## src/rtl/bnn_pkg.sv

```systemverilog
// Shared definitions for the BNN frame sequencer: FSM state encodings and width helpers.
package bnn_pkg;

  localparam logic [1:0] ST_LOAD  = 2'd0;
  localparam logic [1:0] ST_DRAIN = 2'd1;
  localparam logic [1:0] ST_RUN   = 2'd2;
  localparam logic [1:0] ST_EMIT  = 2'd3;

  // Guarded $clog2 so degenerate parameter values still give a legal 1-bit vector.
  function automatic int safeClog2(input int value);
    return (value > 1) ? $clog2(value) : 1;
  endfunction

  function automatic int predWidth(input int classCnt);
    return safeClog2(classCnt);
  endfunction

  function automatic int idxWidth(input int featCnt);
    return safeClog2(featCnt);
  endfunction

  function automatic int cntWidth(input int latency);
    return safeClog2(latency + 1);
  endfunction

endpackage

```

## src/rtl/bnn_frame_sequencer.sv

```systemverilog
// Gathers serial feature beats into a packed frame, holds it for the BNN latency,
// samples the prediction and returns it on a valid/ready output.
module bnn_frame_sequencer
  import bnn_pkg::*;
#(
  parameter int FEAT_CNT  = 11,
  parameter int FEAT_BITS = 4,
  parameter int CLASS_CNT = 7,
  parameter int LATENCY   = 48,
  localparam int PW       = predWidth(CLASS_CNT)
) (
  input  logic                          clk,
  input  logic                          rst,
  input  logic                          in_valid,
  output logic                          in_ready,
  input  logic [FEAT_BITS-1:0]          in_feat,
  input  logic                          in_last,
  output logic [FEAT_CNT*FEAT_BITS-1:0] features,
  input  logic [PW-1:0]                 bnn_prediction,
  output logic                          out_valid,
  input  logic                          out_ready,
  output logic [PW-1:0]                 out_prediction,
  output logic                          frame_err,
  output logic [15:0]                   frame_cnt
);

  localparam int IW = idxWidth(FEAT_CNT);
  localparam int CW = cntWidth(LATENCY);
  localparam logic [IW-1:0] LAST_IDX = IW'(FEAT_CNT - 1);
  localparam logic [CW-1:0] CNT_END  = CW'(LATENCY - 1);

  logic [1:0]                   state_q, state_d;
  logic [IW-1:0]                idx_q, idx_d;
  logic [CW-1:0]                cnt_q, cnt_d;
  logic [FEAT_BITS-1:0]         shadow_q [FEAT_CNT];
  logic [FEAT_BITS-1:0]         shadow_d [FEAT_CNT];
  logic [FEAT_CNT*FEAT_BITS-1:0] shadowFlat;
  logic [FEAT_CNT*FEAT_BITS-1:0] features_q, features_d;
  logic [PW-1:0]                pred_q, pred_d;
  logic                         err_q, err_d;
  logic [15:0]                  frame_cnt_q, frame_cnt_d;
  logic                         accept;
  logic                         loadAccept;

  assign in_ready   = (state_q == ST_LOAD) || (state_q == ST_DRAIN);
  assign out_valid  = (state_q == ST_EMIT);
  assign accept     = in_valid && in_ready;
  assign loadAccept = accept && (state_q == ST_LOAD);

  // Shadow slot write is one-hot on idx; the flat view includes the beat being
  // accepted so the final beat lands in features on the same edge.
  always_comb begin
    shadowFlat = '0;
    for (int i = 0; i < FEAT_CNT; i++) begin
      shadow_d[i] = (loadAccept && (idx_q == IW'(i))) ? in_feat : shadow_q[i];
      shadowFlat[i*FEAT_BITS +: FEAT_BITS] = shadow_d[i];
    end
  end

  always_comb begin
    state_d     = state_q;
    idx_d       = idx_q;
    cnt_d       = cnt_q;
    features_d  = features_q;
    pred_d      = pred_q;
    err_d       = 1'b0;
    frame_cnt_d = frame_cnt_q;
    case (state_q)
      ST_LOAD: begin
        if (accept) begin
          if (in_last) begin
            idx_d = '0;
            if (idx_q == LAST_IDX) begin
              features_d = shadowFlat;
              cnt_d      = '0;
              state_d    = ST_RUN;
            end else begin
              err_d = 1'b1;
            end
          end else if (idx_q == LAST_IDX) begin
            err_d   = 1'b1;
            idx_d   = '0;
            state_d = ST_DRAIN;
          end else begin
            idx_d = idx_q + IW'(1);
          end
        end
      end
      ST_DRAIN: begin
        if (accept && in_last) begin
          state_d = ST_LOAD;
        end
      end
      ST_RUN: begin
        cnt_d = cnt_q + CW'(1);
        if (cnt_q == CNT_END) begin
          pred_d  = bnn_prediction;
          state_d = ST_EMIT;
        end
      end
      ST_EMIT: begin
        if (out_ready) begin
          frame_cnt_d = frame_cnt_q + 16'd1;
          state_d     = ST_LOAD;
        end
      end
      default: state_d = ST_LOAD;
    endcase
  end

  always_ff @(posedge clk) begin
    if (rst) begin
      state_q     <= ST_LOAD;
      idx_q       <= '0;
      cnt_q       <= '0;
      features_q  <= '0;
      pred_q      <= '0;
      err_q       <= 1'b0;
      frame_cnt_q <= '0;
      for (int i = 0; i < FEAT_CNT; i++) begin
        shadow_q[i] <= '0;
      end
    end else begin
      state_q     <= state_d;
      idx_q       <= idx_d;
      cnt_q       <= cnt_d;
      features_q  <= features_d;
      pred_q      <= pred_d;
      err_q       <= err_d;
      frame_cnt_q <= frame_cnt_d;
      for (int i = 0; i < FEAT_CNT; i++) begin
        shadow_q[i] <= shadow_d[i];
      end
    end
  end

  assign features       = features_q;
  assign out_prediction = pred_q;
  assign frame_err      = err_q;
  assign frame_cnt      = frame_cnt_q;

endmodule

```

## config.mk

```make
export PLATFORM = sky130hd
export DESIGN_NAME = bnn_frame_sequencer
export DESIGN_NICKNAME = d
export VERILOG_FILES = /design/src/rtl/bnn_pkg.sv /design/src/rtl/bnn_frame_sequencer.sv
export SDC_FILE = /design/constraint.sdc
export NUM_CORES = 1
export LEC_CHECK = 0
export ABC_CLOCK_PERIOD_IN_PS = 3450
export CAP_MARGIN = 25
export CORE_MARGIN = 1
export CORE_UTILIZATION = 55
export DETAILED_ROUTE_END_ITERATION = 10
export GPL_ROUTABILITY_DRIVEN = 0
export PLACE_DENSITY_LB_ADDON = 0.15
export SLEW_MARGIN = 20
export SYNTH_ARGS = -nofsm -noshare
export SYNTH_HDL_FRONTEND = slang
export SYNTH_SLANG_ARGS = --single-unit
```

## constraint.sdc

```tcl
create_clock -name clk -period 3.45 [get_ports clk]
set_clock_uncertainty 0.15 [all_clocks]
set_input_delay 0.345 -clock clk [delete_from_list [all_inputs] [get_ports clk]]
set_output_delay 0.345 -clock clk [all_outputs]
set_load 0.02 [all_outputs]
```

Word level (Yosys, flattened, before mapping) --
Memory sizes are Yosys's and may differ from the RTL's. Cells that the tools add are included.
Operators by class: add/sub/neg operators 3, muxes and demuxes 42, bitwise gates (word level) 13, reduce and logical (&&, ||, !) cells 25, eq/ne operators 20
Operators by type and width (count):
- $mux 4 | 24
- $mux 6 | 3
- $add 16x1->16 const B | 1
- $eq 4x3->1 const B | 4
- $logic_and 1x1->1 | 14
- $mux 2 | 7
- $eq 4x4->1 const B | 3
- $pmux 6 s2 | 1
- $or 1x1->1 | 11
- $eq 4x2->1 const B | 2
- $pmux 2 s4 | 1
- $reduce_and 4->1 | 2
- $add 6x1->6 const B | 1
- $eq 6x6->1 const B | 1
- $mux 1 | 6
- $ne 2x1->1 const B | 3
- $ne 2x2->1 const B | 3
- $reduce_and 2->1 | 3
- $reduce_and 5->1 | 1
- $add 4x1->4 const B | 1
- $eq 2x2->1 const B | 2
- $eq 4x1->1 const B | 1
- $logic_not 4->1 | 1
- $reduce_or 3->1 | 1
- other kinds (5) | 6
Storage, ports and cells: input port bits 12, logic and storage cells 111, register bits 76, RAM bits 44, memories 1, output and inout bits 66
Memories:
- shadow_q | words 11, bits a word 4, read ports 11, clocked after Yosys merged registers in 0, write ports 11, line bnn_frame_sequencer.sv:35 | logic [FEAT_BITS-1:0] shadow_q [FEAT_CNT];

Logic depth before layout (Yosys ltp) --
Gate-level depths: netlist of the first run.
word-level depth 7, gate-level depth with buffers 6, mapped depth without buffers 5

Least setup slack after synthesis of the first run --
OpenSTA, ideal clock, no wires.
kind register -> register, from register idx_q[3], to register features_q[12], in the netlist features[12], setup slack 1645 ps, path buffers 0, cell stages (with the launch flop) 5, arrival 1517 ps, library setup time 137 ps, clock period less this slack 1805 ps, data required time 3163 ps, cell sequence dfxtp_1 > or4b_4 > nor3_4 > mux2i_1 > a211oi_2
Between the ends: word-level cells in the longest chain between the ends 3, elaborated cells on any way between the ends 5, those cells by class 2 x eq/ne; 1 x mux; 2 x reduce/logical
RTL lines:
- from (decl) | line bnn_frame_sequencer.sv:33 | logic [IW-1:0] idx_q, idx_d;
- from (signal assigned) | line bnn_frame_sequencer.sv:125 | idx_q <= idx_d;
- $eq 4x2->1 | line bnn_frame_sequencer.sv:55 | shadow_d[i] = (loadAccept && (idx_q == IW'(i))) ? in_feat : shadow_q[i];
- $logic_and 1x1->1 | line bnn_frame_sequencer.sv:55
- $mux 4 | line bnn_frame_sequencer.sv:55
- to (signal assigned) | line bnn_frame_sequencer.sv:127 | features_q <= features_d;
- to (decl) | line bnn_frame_sequencer.sv:38 | logic [FEAT_CNT*FEAT_BITS-1:0] features_q, features_d;
Several ways; a longest one is shown, not always the timed one. A chain may end at the register's enable or synchronous reset.

Worst setup path in the final report of the first run --
from register state_q[1], to output port out_valid
Between the ends: word-level cells in the longest chain between the ends 1
RTL lines:
- from (decl) | line bnn_frame_sequencer.sv:32 | logic [1:0] state_q, state_d;
- from (signal assigned) | line bnn_frame_sequencer.sv:124 | state_q <= state_d;
- $eq 2x2->1 | line bnn_frame_sequencer.sv:46 | assign out_valid = (state_q == ST_EMIT);
- to (decl) | line bnn_frame_sequencer.sv:20 | output logic out_valid,
Every way passes these cells.

==> metrics, run 1 <==
top-area cell type share of the netlist area 50.2%; H-tree levels 4; CTS tree yes; met3 wire length 444 um; initial core utilization 56.6%; slew of the pin with the lowest slew margin 0.715 ns; Fill cells 600; status finished, final reports clean; Yosys cell types 49; gr usage total 24.1%; first-pass GRT wire length 16400 um; Worst EP required 2.95 ns; initial antenna violation count 0; Final Max Tran Viols 0; EDFF count, synth 0; Critical path origin state_q[1]$_SDFFE_PP0P_; syn_area_per_cell 9.19 sq um; Synth Area in XOR/XNOR 1.71%; die height 93.7 um; Die ar. 0.00878 sq mm; RR Startpoint idx_q[2]$_SDFFE_PP0P_; number of setup buffers added after CTS 0; Main synth FF type dfxtp_1; clock slew at reported path FFs 0.06 ns; final setup violation count 0; post-synthesis simple-gate area fraction 21.5%; Worst Hold Class in2reg; Yosys warnings 0; Top Metal Used met4; largest family of logic cells by synthesized area simple AND/OR/NAND/NOR gates; port buffer count 77; Tmin final 2.55 ns; met1 WL 4790 um; largest net degree at the start of global routing 108; cell area after layout 0.00601 sq mm; area delta synth->final 29.9%; die width 93.7 um; Final period util 73.8%; Setup CP Type reg2out; Top Ports 78; RSZ-0062 raised after global routing no; Area contributors post-synth dfxtp_1 (50%), mux2i_1 (8.2%), nor2_1 (6.2%), a211oi_1 (3.4%), a21oi_1 (3.2%); setup TNS 0 ns; Core ar. 0.00818 sq mm; number of placement rows 33; critical path startpoint category flop; post-synthesis compound-gate area fraction 13.6%; Post-Syn Nets 517; cts bufs inserted 17; Post-DP HPWL 6110 um; clock buffer depth 2; clk sink count 116; met2 wire length 4590 um; FFs w/ async S/R, synth 0%; top cells by count, synth dfxtp_1 (116), nor2_1 (76), nand2_1 (39); initial DRC count 228; vias in the first global route 3409; Vias/cell 5.48; critical hold path startpoint rst; hold buffer count at cts 0; routed wire length 9930 um; Final ANT Viol Nets 0; drt wl/cell 14.5 um; final hold viol count 0; CP max FO 16; Pleak 0.00224 uW; total gr overflow 0; post-synth top area cell dfxtp_1; share of layout cells above drive strength 1 8.79%; Slew HR 52.2%; Layout Nets 581; FF-to-FF setup slack 0.99 ns; CP endpoint kind primary output; register area share after synthesis 50.2%; Mapped Area 0.00462 sq mm; # DRC 0; multiplexer area fraction after synthesis 8.47%; Yosys reg bits 116; Gate Count Post-Synth 503; Max-Cap Viols 0; Power per Cell Area 529 mW/mm^2; Peak VDD IR 0.346 mV; CTS resizes 0; data arrival time of the critical path 2.05 ns; drt pass-1 iters 4; Clk Latency, worst-skew pair 0.51 ns; fmax 393 MHz; Post-DP Area 0.00538 sq mm; most frequent cell after synthesis dfxtp_1; Root Buffer clkbuf_8; via count 3756; antenna cell count 0; Synth Area in Adders 0.541%
==> worst max-delay path, cell delays in order (launching register included) <==
cell and delay [ns]:
dfxtp_1 0.67, and2_1 0.25, clkdlybuf4s50_1 0.62
==> per-layer routing <==
layer	vias up	global-route usage, %
met5	-	0
met4	0	9.23
met3	10	5.91
met2	86	37.0
met1	1761	32.6
li1	1899	-
==> sequential cells by signal (all words and copies together) (netlist names) <==
signal	cells
state_q	2
frame_err	1
features	44
frame_cnt	16
idx_q	4
shadow_q	40
out_prediction	3
cnt_q	6
==> cell usage in the layout (no fill, tap or decap), drive strengths merged, types with 7 or more instances in the layout <==
cell type      count
a211oi            25
mux2i             38
inv               10
nand2             39
nor2              76
nor3               9
clkdlybuf4s50     76
dfxtp            116
o31ai              7
or3                7
o21ai             24
a21oi             30
nand3             30
clkbuf            18
==> layout make-up <==
cell class / count / area (sq um) / share of cell area, %
clock buffer: 18 / 418 / 6.96
clock inverter: 14 / 178 / 2.96
inverter: 7 / 26.3 / 0.438
multi-input combinational: 345 / 2120 / 35.3
sequential: 116 / 2320 / 38.7
tap: 105 / 131 / 2.19
timing repair buffer: 80 / 811 / 13.5
==> final timing paths <==
path,to,cells past startpoint
setup / recovery,out_valid,2
hold / removal,frame_cnt[5]$_SDFFE_PP0P_,2
setup reg to reg,features[34]$_SDFFE_PP0P_,5
hold reg to reg,features[23]$_SDFFE_PP0P_,2
==> cell families after synthesis <==
logic type / after synthesis
muxes: 39
xor gates and xnor gates: 9
DFF: 116
buffers and inverters: 42
and+or+nand+nor: 199
AOI/OAI and AO/OA: 96
adders and majority gates: 2
==> metrics by stage <==
stage	power (uW)	instances	utilization [%]	hold slack, ns	setup WS (ns)
floorplan	1430	503	-	0.293	1.65
global placement	1460	652	65.8	0.294	0.927
detailed placement	1460	652	65.8	0.298	0.780
CTS	3200	684	73.1	0.301	0.875
global route	3280	685	73.5	0.0772	0.827
finish	3180	685	73.5	0.0763	0.905
==> report_power, final <==
| part | internal [uW] | total (uW) | switching, uW |
|---|---|---|---|
| Sequential | 1350 | 1350 | 4.72 |
| Clock | 1110 | 1740 | 632 |
| Combinational | 30.6 | 88.7 | 58.1 |
Note: power is estimated with default switching activity, not from simulation.
==> run 2, diff against run 1 <==
Settings changed: ABC_CLOCK_PERIOD_IN_PS 3450 to 2700, CORE_UTILIZATION 55 to 52.
Clock period 3.45 ns to 2.7 ns, I/O delays scaled along.
==> metrics, run 2 (synthesis results as in run 1) <==
status finished, final reports clean; Tmin final 2.47 ns; number of setup buffers added after CTS 0 (unchanged); most common cell after layout, fill and taps aside dfxtp_1; port buffer count 77 (unchanged); Worst Hold Class in2reg; area delta synth->final 28.8%; Crit path buffers/inverters 1 (unchanged); clock network power share 51.3% (-3.4 points); die width 96.3 um (+2.8%); Root Buffer clkbuf_8; Worst EP required 2.28 ns (-0.67 ns); CTS tree yes; Power per Cell Area 635 mW/mm^2 (+20%); data arrival time of the critical path 2.05 ns (about the same); routed wire length 9820 um (-1.1%); max reg flops 44 (unchanged); Crit path max-delay family flip-flops; drt wl/cell 14.3 um (-1.5%); clk sink count 116 (unchanged); Die ar. 0.00927 sq mm (+5.6%); Peak VDD IR 0.502 mV (+45%); initial antenna violation count 0 (unchanged); slew of the pin with the lowest slew margin 0.576 ns (-0.139 ns); met1 track demand over resource 31.1% (-1.5 points); CP max FO 16 (unchanged); first-pass GRT wire length 16100 um (-2.1%); Slew HR 61.5% (+9.3 points); Clk Latency, worst-skew pair 0.51 ns (about the same); die height 96.3 um (+2.8%); largest net degree at the start of global routing 63 (-42%); vias in the first global route 3306 (-3.0%); final hold viol count 0 (unchanged); sequential power share 45.7% (+3.2 points); Setup CP Type reg2out; hold buffer count at cts 0 (unchanged); drt pass-1 iters 5 (+1); Max-Cap Viols 0 (unchanged); Final ANT Viol Nets 0 (unchanged); RSZ-0062 raised after global routing no; CP cell instances and2_1, clkdlybuf4s50_1; initial DRC count 215 (-5.7%); number of placement rows 34 (+3.0%); setup TNS 0 ns (unchanged); CTS resizes 0 (unchanged); most frequent cells in the layout dfxtp_1 (116), nor2_1 (76), clkdlybuf4s50_1 (76); cts bufs inserted 17 (unchanged); initial core utilization 53.3% (-3.3 points); antenna cell count 0 (unchanged); gr usage total 22.6% (-1.5 points); Logic pwr share 2.9% (about the same); Final Max Tran Viols 0 (unchanged); M2 GR Usage 34.1% (-2.9 points); via count 3797 (+1.1%); share of layout cells above drive strength 1 8.97% (+0.17 points); Post-DP Area 0.00544 sq mm (+1.0%); switching share of total power 21.3% (-0.53 points); met3 usage 7.03% (+1.1 points); fmax 405 MHz; RR Startpoint idx_q[1]$_SDFFE_PP0P_; CP endpoint kind primary output; clock buffer depth 2 (unchanged); Internal 2970 uW (+20%); Final period util 91.5%; final setup violation count 0 (unchanged); Post-DP HPWL 6400 um (+4.7%); switching power 806 uW (+16%); H-tree levels 4 (unchanged); max incr delay on CP 0.68 ns (about the same); cell area after layout 0.00595 sq mm (-0.87%); Vias/cell 5.52 (+0.65%); critical hold path startpoint rst; critical path's slowest cell dfxtp_1; total gr overflow 0 (unchanged); Critical path origin state_q[1]$_SDFFE_PP0P_; clock slew at reported path FFs 0.05 ns (about the same); GRT Max-Usage Layer met2; Core ar. 0.00868 sq mm (+6.2%); Layout Nets 585 (+0.69%); # DRC 0 (unchanged); Top Ports 78 (unchanged); Pleak 0.00223 uW (-0.30%); critical path startpoint category flop
## run 2: cell types whose count changed in the layout (fill, tap and decap cells not counted), sizes merged
cell      previous run  this run
inv                 10         7
bufinv               3         1
clkinvlp             4         1
clkinv               4         8
buf                  4         8
## run 2: stage by stage
stage / hold slack (ns) / utilization [%] / setup WS (ns) / std cells / total power [uW]
floorplan: 0.267 / - / 0.895 / 503 / 1830
finish: 0.0416 / 68.6 / 0.229 / 688 / 3780
global placement: 0.297 / 62.6 / 0.327 / 660 / 1870
global route: 0.0479 / 68.6 / 0.141 / 688 / 3910
CTS: 0.0206 / 68.6 / 0.210 / 688 / 3810
detailed placement: 0.295 / 62.6 / 0.257 / 660 / 1870
## run 2: final cells by class
type                    instances  area [sq um]
multi-input cells             345          2120
fillers                       688          2730
repair buffers                 84           833
well taps                     108           135
flip-flops and latches        116          2320
clock inverters                10          88.8
clock buffers                  18           428
inverters                       7          26.3
## run 2: power groups by stage
| stage | clock network, uW | registers [uW] | logic, uW |
|---|---|---|---|
| after floorplan | 0 | 1760 | 69.5 |
| after global placement | 0 | 1760 | 109 |
| after detailed placement | 0 | 1760 | 110 |
| after CTS | 1970 | 1730 | 110 |
| after global routing | 2060 | 1730 | 121 |
| final | 1940 | 1730 | 111 |
## run 2: path summary, 6_finish.rpt
check,endpoint,slack (ns),cells past startpoint
setup / recovery,out_valid,0.23,2
hold reg to reg,features[18]$_SDFFE_PP0P_,0.30,2
setup reg to reg,features[2]$_SDFFE_PP0P_,0.57,5
hold / removal,frame_cnt[10]$_SDFFE_PP0P_,0.04,2
## run 2: layer usage
metal  vias to the layer above  part of all wire [%]  wire length (um)
met1                      1780                    48              4700
met4                         0                  0.66                65
met2                       105                    46              4510
met3                         8                   5.5               543
met5                         -                     0                 0
li1                       1904                     -                 -
==> run 3, diff against run 2 <==
Settings changed: CAP_MARGIN 25 to 20.
==> results of run 3 <==
Final layout, timing and power as in run 2 (identical DEF).
